$ cat config.mk
export PLATFORM = sky130hd
export DESIGN_NAME = div_share_ctrl
export DESIGN_NICKNAME = d
export VERILOG_FILES = /design/src/rtl/div_share_ctrl.sv
export SDC_FILE = /design/constraint.sdc
export NUM_CORES = 1
export LEC_CHECK = 0
export CORE_MARGIN = 3
export CORE_UTILIZATION = 41
export DETAILED_ROUTE_END_ITERATION = 16
export GPL_TIMING_DRIVEN = 0
export PLACE_DENSITY = 0.81
export SLEW_MARGIN = 15
export SYNTH_ARGS = -nofsm -noshare
export SYNTH_HDL_FRONTEND = slang
export SYNTH_SLANG_ARGS = --single-unit
$ cat constraint.sdc
create_clock -name clk -period 3.2 [get_ports clk]
set_input_delay 0.64 -clock clk [delete_from_list [all_inputs] [get_ports clk]]
set_output_delay 0.64 -clock clk [all_outputs]
set_load 0.1 [all_outputs]
$ cat src/rtl/div_share_ctrl.sv
// Round-robin front end that shares one iterative divider core between two FPU lanes.
// Handles operand capture, core start/complete, divide-by-zero bypass and a WAIT timeout.
module div_share_ctrl #(
  parameter int W       = 24,
  parameter int TIMEOUT = 64
) (
  input  logic         clk,
  input  logic         rstn,
  input  logic         req0_valid,
  output logic         req0_ready,
  input  logic [W-1:0] req0_a,
  input  logic [W-1:0] req0_b,
  input  logic         req1_valid,
  output logic         req1_ready,
  input  logic [W-1:0] req1_a,
  input  logic [W-1:0] req1_b,
  output logic         core_start,
  output logic [W-1:0] core_a,
  output logic [W-1:0] core_b,
  input  logic         core_done,
  input  logic [W-1:0] core_q,
  input  logic [W-1:0] core_r,
  output logic         rsp_valid,
  input  logic         rsp_ready,
  output logic         rsp_id,
  output logic [W-1:0] rsp_q,
  output logic [W-1:0] rsp_r,
  output logic         rsp_dz,
  output logic         rsp_to
);

  localparam int CW = (TIMEOUT > 2) ? $clog2(TIMEOUT) : 1;
  localparam logic [CW-1:0] CNT_MAX = CW'(TIMEOUT - 1);

  typedef enum logic [1:0] {IDLE, ISSUE, WAIT, RESP} state_t;

  state_t        state_q, state_d;
  logic          last_q, last_d;
  logic          id_q, id_d;
  logic          dz_q, dz_d;
  logic          to_q, to_d;
  logic [CW-1:0] cnt_q, cnt_d;
  logic [W-1:0]  a_q, a_d;
  logic [W-1:0]  b_q, b_d;
  logic [W-1:0]  quo_q, quo_d;
  logic [W-1:0]  rem_q, rem_d;

  logic          grant0, grant1, accept, sel_id;
  logic [W-1:0]  sel_a, sel_b;

  // Grant only in IDLE; on contention the requester that was not served last wins.
  always_comb begin
    grant0 = 1'b0;
    grant1 = 1'b0;
    if (state_q == IDLE) begin
      grant0 = req0_valid && (!req1_valid || last_q);
      grant1 = req1_valid && (!req0_valid || !last_q);
    end
  end

  assign accept = grant0 | grant1;
  assign sel_id = grant1;
  assign sel_a  = grant1 ? req1_a : req0_a;
  assign sel_b  = grant1 ? req1_b : req0_b;

  // State register plus all datapath registers.
  always_ff @(posedge clk or negedge rstn) begin
    if (!rstn) begin
      state_q <= IDLE;
      last_q  <= 1'b1;
      id_q    <= 1'b0;
      dz_q    <= 1'b0;
      to_q    <= 1'b0;
      cnt_q   <= '0;
      a_q     <= '0;
      b_q     <= '0;
      quo_q   <= '0;
      rem_q   <= '0;
    end else begin
      state_q <= state_d;
      last_q  <= last_d;
      id_q    <= id_d;
      dz_q    <= dz_d;
      to_q    <= to_d;
      cnt_q   <= cnt_d;
      a_q     <= a_d;
      b_q     <= b_d;
      quo_q   <= quo_d;
      rem_q   <= rem_d;
    end
  end

  always_comb begin
    state_d = state_q;
    case (state_q)
      IDLE:    if (accept) state_d = (sel_b == '0) ? RESP : ISSUE;
      ISSUE:   state_d = WAIT;
      WAIT:    if (core_done || cnt_q == CNT_MAX) state_d = RESP;
      RESP:    if (rsp_ready) state_d = IDLE;
      default: state_d = IDLE;
    endcase
  end

  // A done on the final count cycle wins over the timeout.
  always_comb begin
    last_d = last_q;
    id_d   = id_q;
    dz_d   = dz_q;
    to_d   = to_q;
    cnt_d  = cnt_q;
    a_d    = a_q;
    b_d    = b_q;
    quo_d  = quo_q;
    rem_d  = rem_q;
    case (state_q)
      IDLE: begin
        if (accept) begin
          last_d = sel_id;
          id_d   = sel_id;
          a_d    = sel_a;
          b_d    = sel_b;
          if (sel_b == '0) begin
            quo_d = '1;
            rem_d = sel_a;
            dz_d  = 1'b1;
            to_d  = 1'b0;
          end
        end
      end
      ISSUE: cnt_d = '0;
      WAIT: begin
        if (core_done) begin
          quo_d = core_q;
          rem_d = core_r;
          dz_d  = 1'b0;
          to_d  = 1'b0;
        end else if (cnt_q == CNT_MAX) begin
          quo_d = '0;
          rem_d = '0;
          dz_d  = 1'b0;
          to_d  = 1'b1;
        end else begin
          cnt_d = cnt_q + 1'b1;
        end
      end
      RESP: begin
        if (rsp_ready) begin
          dz_d = 1'b0;
          to_d = 1'b0;
        end
      end
      default: ;
    endcase
  end

  always_comb begin
    req0_ready = grant0;
    req1_ready = grant1;
    core_start = (state_q == ISSUE);
    core_a     = a_q;
    core_b     = b_q;
    rsp_valid  = (state_q == RESP);
    rsp_id     = id_q;
    rsp_q      = quo_q;
    rsp_r      = rem_q;
    rsp_dz     = dz_q;
    rsp_to     = to_q;
  end

endmodule

Yosys cells after proc, flatten, opt, wreduce, memory -nomap -nowiden
Cells that the tools add are included.
- flip-flop bits (word level): 108
- equality and inequality tests: 11
- bitwise gates (word level): 1
- reductions and logical operators: 18
- multiplexer cells: 32
- $add $sub $neg: 1
- operators by type and width (cell ; number):
    24-bit two-way mux ; 9
    24-bit one-hot mux with 2 select lines ; 2
    24-bit logical NOT ; 1
    6-bit two-way mux ; 2
    6-bit one-hot mux with 2 select lines ; 1
    1-bit two-way mux ; 11
    2-bit two-way mux ; 4
    2-bit inequality test, second input constant ; 4
    2-bit one-hot mux with 4 select lines ; 1
    6-bit by 1-bit adder with 6-bit output, second input constant ; 1
    6-bit == test, second input constant ; 1
    1-bit one-hot mux with 3 select lines ; 2
    3-bit AND reduction ; 2
    5-bit AND reduction ; 1
    2-bit == test, second input constant ; 2
    2-bit by 1-bit inequality test with 1-bit output, second input constant ; 2
    4-bit AND reduction ; 1
    2-bit nonzero test ; 2
    1-bit logical NOT ; 3
    1-bit logical OR ; 3
    3-bit inequality test, second input constant ; 1
    3-bit nonzero test ; 1
    2-bit by 1-bit == test with 1-bit output, second input constant ; 1
    1-bit logical AND ; 2
    other kinds (3) ; 3

Longest topological paths before layout
- depth after elaboration: 9
- gate-level depth with buffers: 11
- depth with buffers taken out: 8

Worst setup path after synthesis
Ideal clock, no wire load.
- path kind: register to output
- from: register state_q[0]
- to: output port req0_ready
- arrival: 2289 ps
- required time: 2560 ps
- cell stages (with the launch flop): 5
- path buffers: 0
- path slack: 271 ps
- cell sequence: dfrtp_1 -> inv_1 -> ha_1 -> nand2_1 -> a21oi_1
- longest elaborated chain between the ends: 2
- RTL lines (item ; RTL line ; text):
    from (decl) ; 37 ; state_t state_q, state_d;
    from (signal assigned) ; 80 ; state_q <= state_d;
    2-bit logical NOT ; 55 ; if (state_q == IDLE) begin
    1-bit two-way mux ; 55 ;
    to (decl) ; 10 ; output logic req0_ready,
No other way between the ends.

Final worst setup path
- from: register state_q[1]
- to: output port req0_ready
Same word-level chain as after synthesis.

==> metrics.md <==
| Metric | Value |
|---|---|
| Status | completed |
| Wirelength per Cell | 18.22 µm |
| Chip Height | 118.9 µm |
| Mapped Cells | 513 |
| Gr ovfl total | 0 |
| Cell Chain, Critical Path | inv_1 > ha_1 > nand2_1 > a21oi_1 > dlygate4sd2_1 |
| CP arrival | 2320 ps |
| Leading area contributor after synthesis | dfrtp_1 |
| Pin count of the biggest net entering global routing | 62 |
| CP max stage delay | 900 ps |
| Cell variety after synth | 36 |
| Reg clk slew, reported paths | 70 ps |
| Yosys warns | 0 |
| WP buf/inv | 2 |
| Fin crit period | 2958 ps |
| Area share of the largest cell type after synthesis | 51.23% |
| Clock Tree Buf Depth | 2 |
| Starting Density | 42.80% |
| Post-synthesis sequential area ratio | 51.74% |
| Stages on the worst setup path | 5 |
| Worst min path class | in -> async |
| CTS tree | yes |
| Die area | 0.01414 mm² |
| Area contributors post-synth | dfrtp_1 (51%), mux2i_1 (9.4%), nand2_1 (9.3%) |
| CTS Buf Count | 9 |
| Max frequency | 338.1 MHz |
| Mean Syn Cell Area | 10.19 µm² |
| Root Buffer | clkbuf_16 |
| Tcrit/Tclk final | 92.43% |
| Grt met3 use | 7.550% |
| CP Capture Type | output port |
| Total wire length | 17310 µm |
| I/O Buffers | 252 |
| CP Max Fanout | 7 |
| Clk sinks | 108 |
| GRT Util Overall | 24.53% |
| Core ar. | 0.01221 mm² |
| GPL Wtd Cong | 0.8895 |
| Diodes inserted | 0 |
| Clk_skew | 8.474 ps |
| Nets | 932 |
| Dpl ws | -256.5 ps |
| Post-route insts no fill | 950 |
| GRT busiest layer | met2 |
| WP data required | 2560 ps |
| Post-layout util | 67.69% |
| Met2 Resource Use GR | 42.84% |
| Final hold vios | 0 |
| Syn Nets | 668 |
| Max Slew Vio Count | 0 |
| Via Count | 4828 |
| Worst path slowest cell | dlygate4sd2_1 |
| Top Family by Delay on Critical Path | buffers and inverters |
| Worst-Margin Slew | 1036 ps |
| Vias in the first global route | 5114 |
| First-pass GRT wire length | 27790 µm |
| Dpl cells | 934 |
| Synth Flop Type | dfrtp_1 |
| CP Class | reg -> out |
| GR Util met1 | 30.46% |
| DRC Markers | 0 |
| Initial DRC count | 331 |
| Final setup viols | 0 |
| Post-Route Setup TNS | 0 ps |
| Slew Limit Headroom | 30.71% |
| Worst skew pair latency | 340 ps |
| Synth-to-Final Area Change | 58.18% |
| Fillcell total | 981 |
| Startpoint types | register |
| Post-synth EDFFs | 0 |
| Max Cap Viol | 0 |
| Fraction of layout cells with a size suffix above 1 | 8.184% |
| Routed Antenna Nets | 0 |
| R2R depth | 11 |
| Detailed placement HPWL | 13890 µm |
| Via-to-Cell Ratio | 5.082 |
| TritonRoute pass-1 iters | 4 |
| Initial antenna violation count | 0 |
| RSZ-0062 raised after global routing | no |
| H-tree depth | 3 |
| Register bit total from synthesis | 108 |
| Ys async rst share | 100.0% |
| Synth Cell Area | 0.005226 mm² |
| # rows | 40 |
| Die Span X | 118.9 µm |
| Final worst slack | 242.1 ps |
| IO Pins | 253 |
-- timing repair --
item	4_1_cts	5_1_grt
gates resized for setup	3	1
pin swaps	0	0
buffers inserted	0	0
hold buffers	0	0
setup endpoints to repair	2	1
-- sequential cells by signal (all words and copies together) (netlist names) --
register	count
rsp_dz	1
rsp_q	24
core_b	24
cnt_q	6
core_a	24
rsp_r	24
last_q	1
rsp_to	1
rsp_id	1
state_q	2
-- final cells by class --
class | count | area, µm² | share of cell area [%]
tap | 168 | 210.2 | 2.543
multi-input combinational | 363 | 2337 | 28.27
inverter | 9 | 33.78 | 0.4087
buffer | 33 | 151.4 | 1.831
clock buffer | 10 | 239.0 | 2.891
sequential | 108 | 2704 | 32.71
clock inverter | 6 | 46.29 | 0.5600
timing repair buffer | 253 | 2545 | 30.79
-- layer usage --
metal	vias up	share of wire (%)	wire length (µm)
met5	-	0	0
met4	0	1.1	193
met3	12	7.7	1334
met2	188	50	8682
met1	2329	41	7101
li1	2299	-	-
-- path summary, 6_finish.rpt --
check | startpoint | end | slack, ps
max | state_q[1] | req0_ready | 240
min | rstn | rsp_q[14] | 280
max reg2reg | state_q[1] | rsp_q[14] | 350
min reg2reg | core_b[23] | core_b[23] | 480
max in group asynchronous | rstn | last_q | 2240
min in group clk | core_b[23] | core_b[23] | 480
-- worst reg2reg max path: stages, from the launching register on --
cell and delay, ps:
dfrtp_1 420, inv_1 100, ha_1 300, nand2_1 110
a21o_1 150, buf_2 160, inv_2 80, nand4_1 220
a211oi_2 400, buf_4 260, buf_6 190, mux2_1 340
-- cells in the mapped netlist (2+ instances only) --
cell type and count:
mux2_2 32, nand2_1 130, a22o_1 5, mux2_1 20
nand3_1 3, mux2i_1 49, inv_1 8, o31ai_1 3
and3_1 2, and2_1 2, o21ai_0 78, clkbuf_1 22
a21oi_1 2, nor4_1 12, ha_1 5, nor2_1 6
buf_6 2, dfrtp_1 107, buf_2 7, nand4_1 2
-- kinds of logic (layout without fill, tap and decap cells) --
kind of cell / Yosys count / after routing / synth area share, %
AO/OA/AOI/OAI: 96 / 96 / 10.15
adder cells (fa/ha/maj): 5 / 5 / 1.197
buffers and inverters: 42 / 311 / 3.543
flip-flops: 108 / 108 / 51.74
multiplexers: 101 / 101 / 20.59
AND/OR/NAND/NOR: 161 / 161 / 12.78
-- layout by cell type, fill, tap and decap left out, types with 2 or more instances in the layout --
| master | n |
|---|---|
| a21oi_1 | 2 |
| a22o_1 | 5 |
| and2_1 | 2 |
| and3_1 | 2 |
| buf_2 | 7 |
| buf_6 | 3 |
| clkbuf_1 | 22 |
| clkbuf_16 | 9 |
| clkdlybuf4s50_1 | 249 |
| clkinv_2 | 2 |
| dfrtp_1 | 107 |
| ha_1 | 5 |
| inv_1 | 8 |
| inv_6 | 2 |
| mux2_1 | 20 |
| mux2_2 | 32 |
| mux2i_1 | 49 |
| nand2_1 | 130 |
| nand3_1 | 3 |
| nand4_1 | 2 |
| nor2_1 | 6 |
| nor4_1 | 12 |
| o21ai_0 | 78 |
| o31ai_1 | 3 |
-- metrics by stage --
step                cell area, µm²  hold WS, ps
CTS                           8272        290.0
global placement              7959        463.3
finish                        8267        276.6
global route                  8267        309.2
floorplan                     5226        344.4
detailed placement            7988        471.4
Power is left out: the tool's default activity adds up to more than one toggle a clock period on the data nets, which glitch-free logic cannot reach.
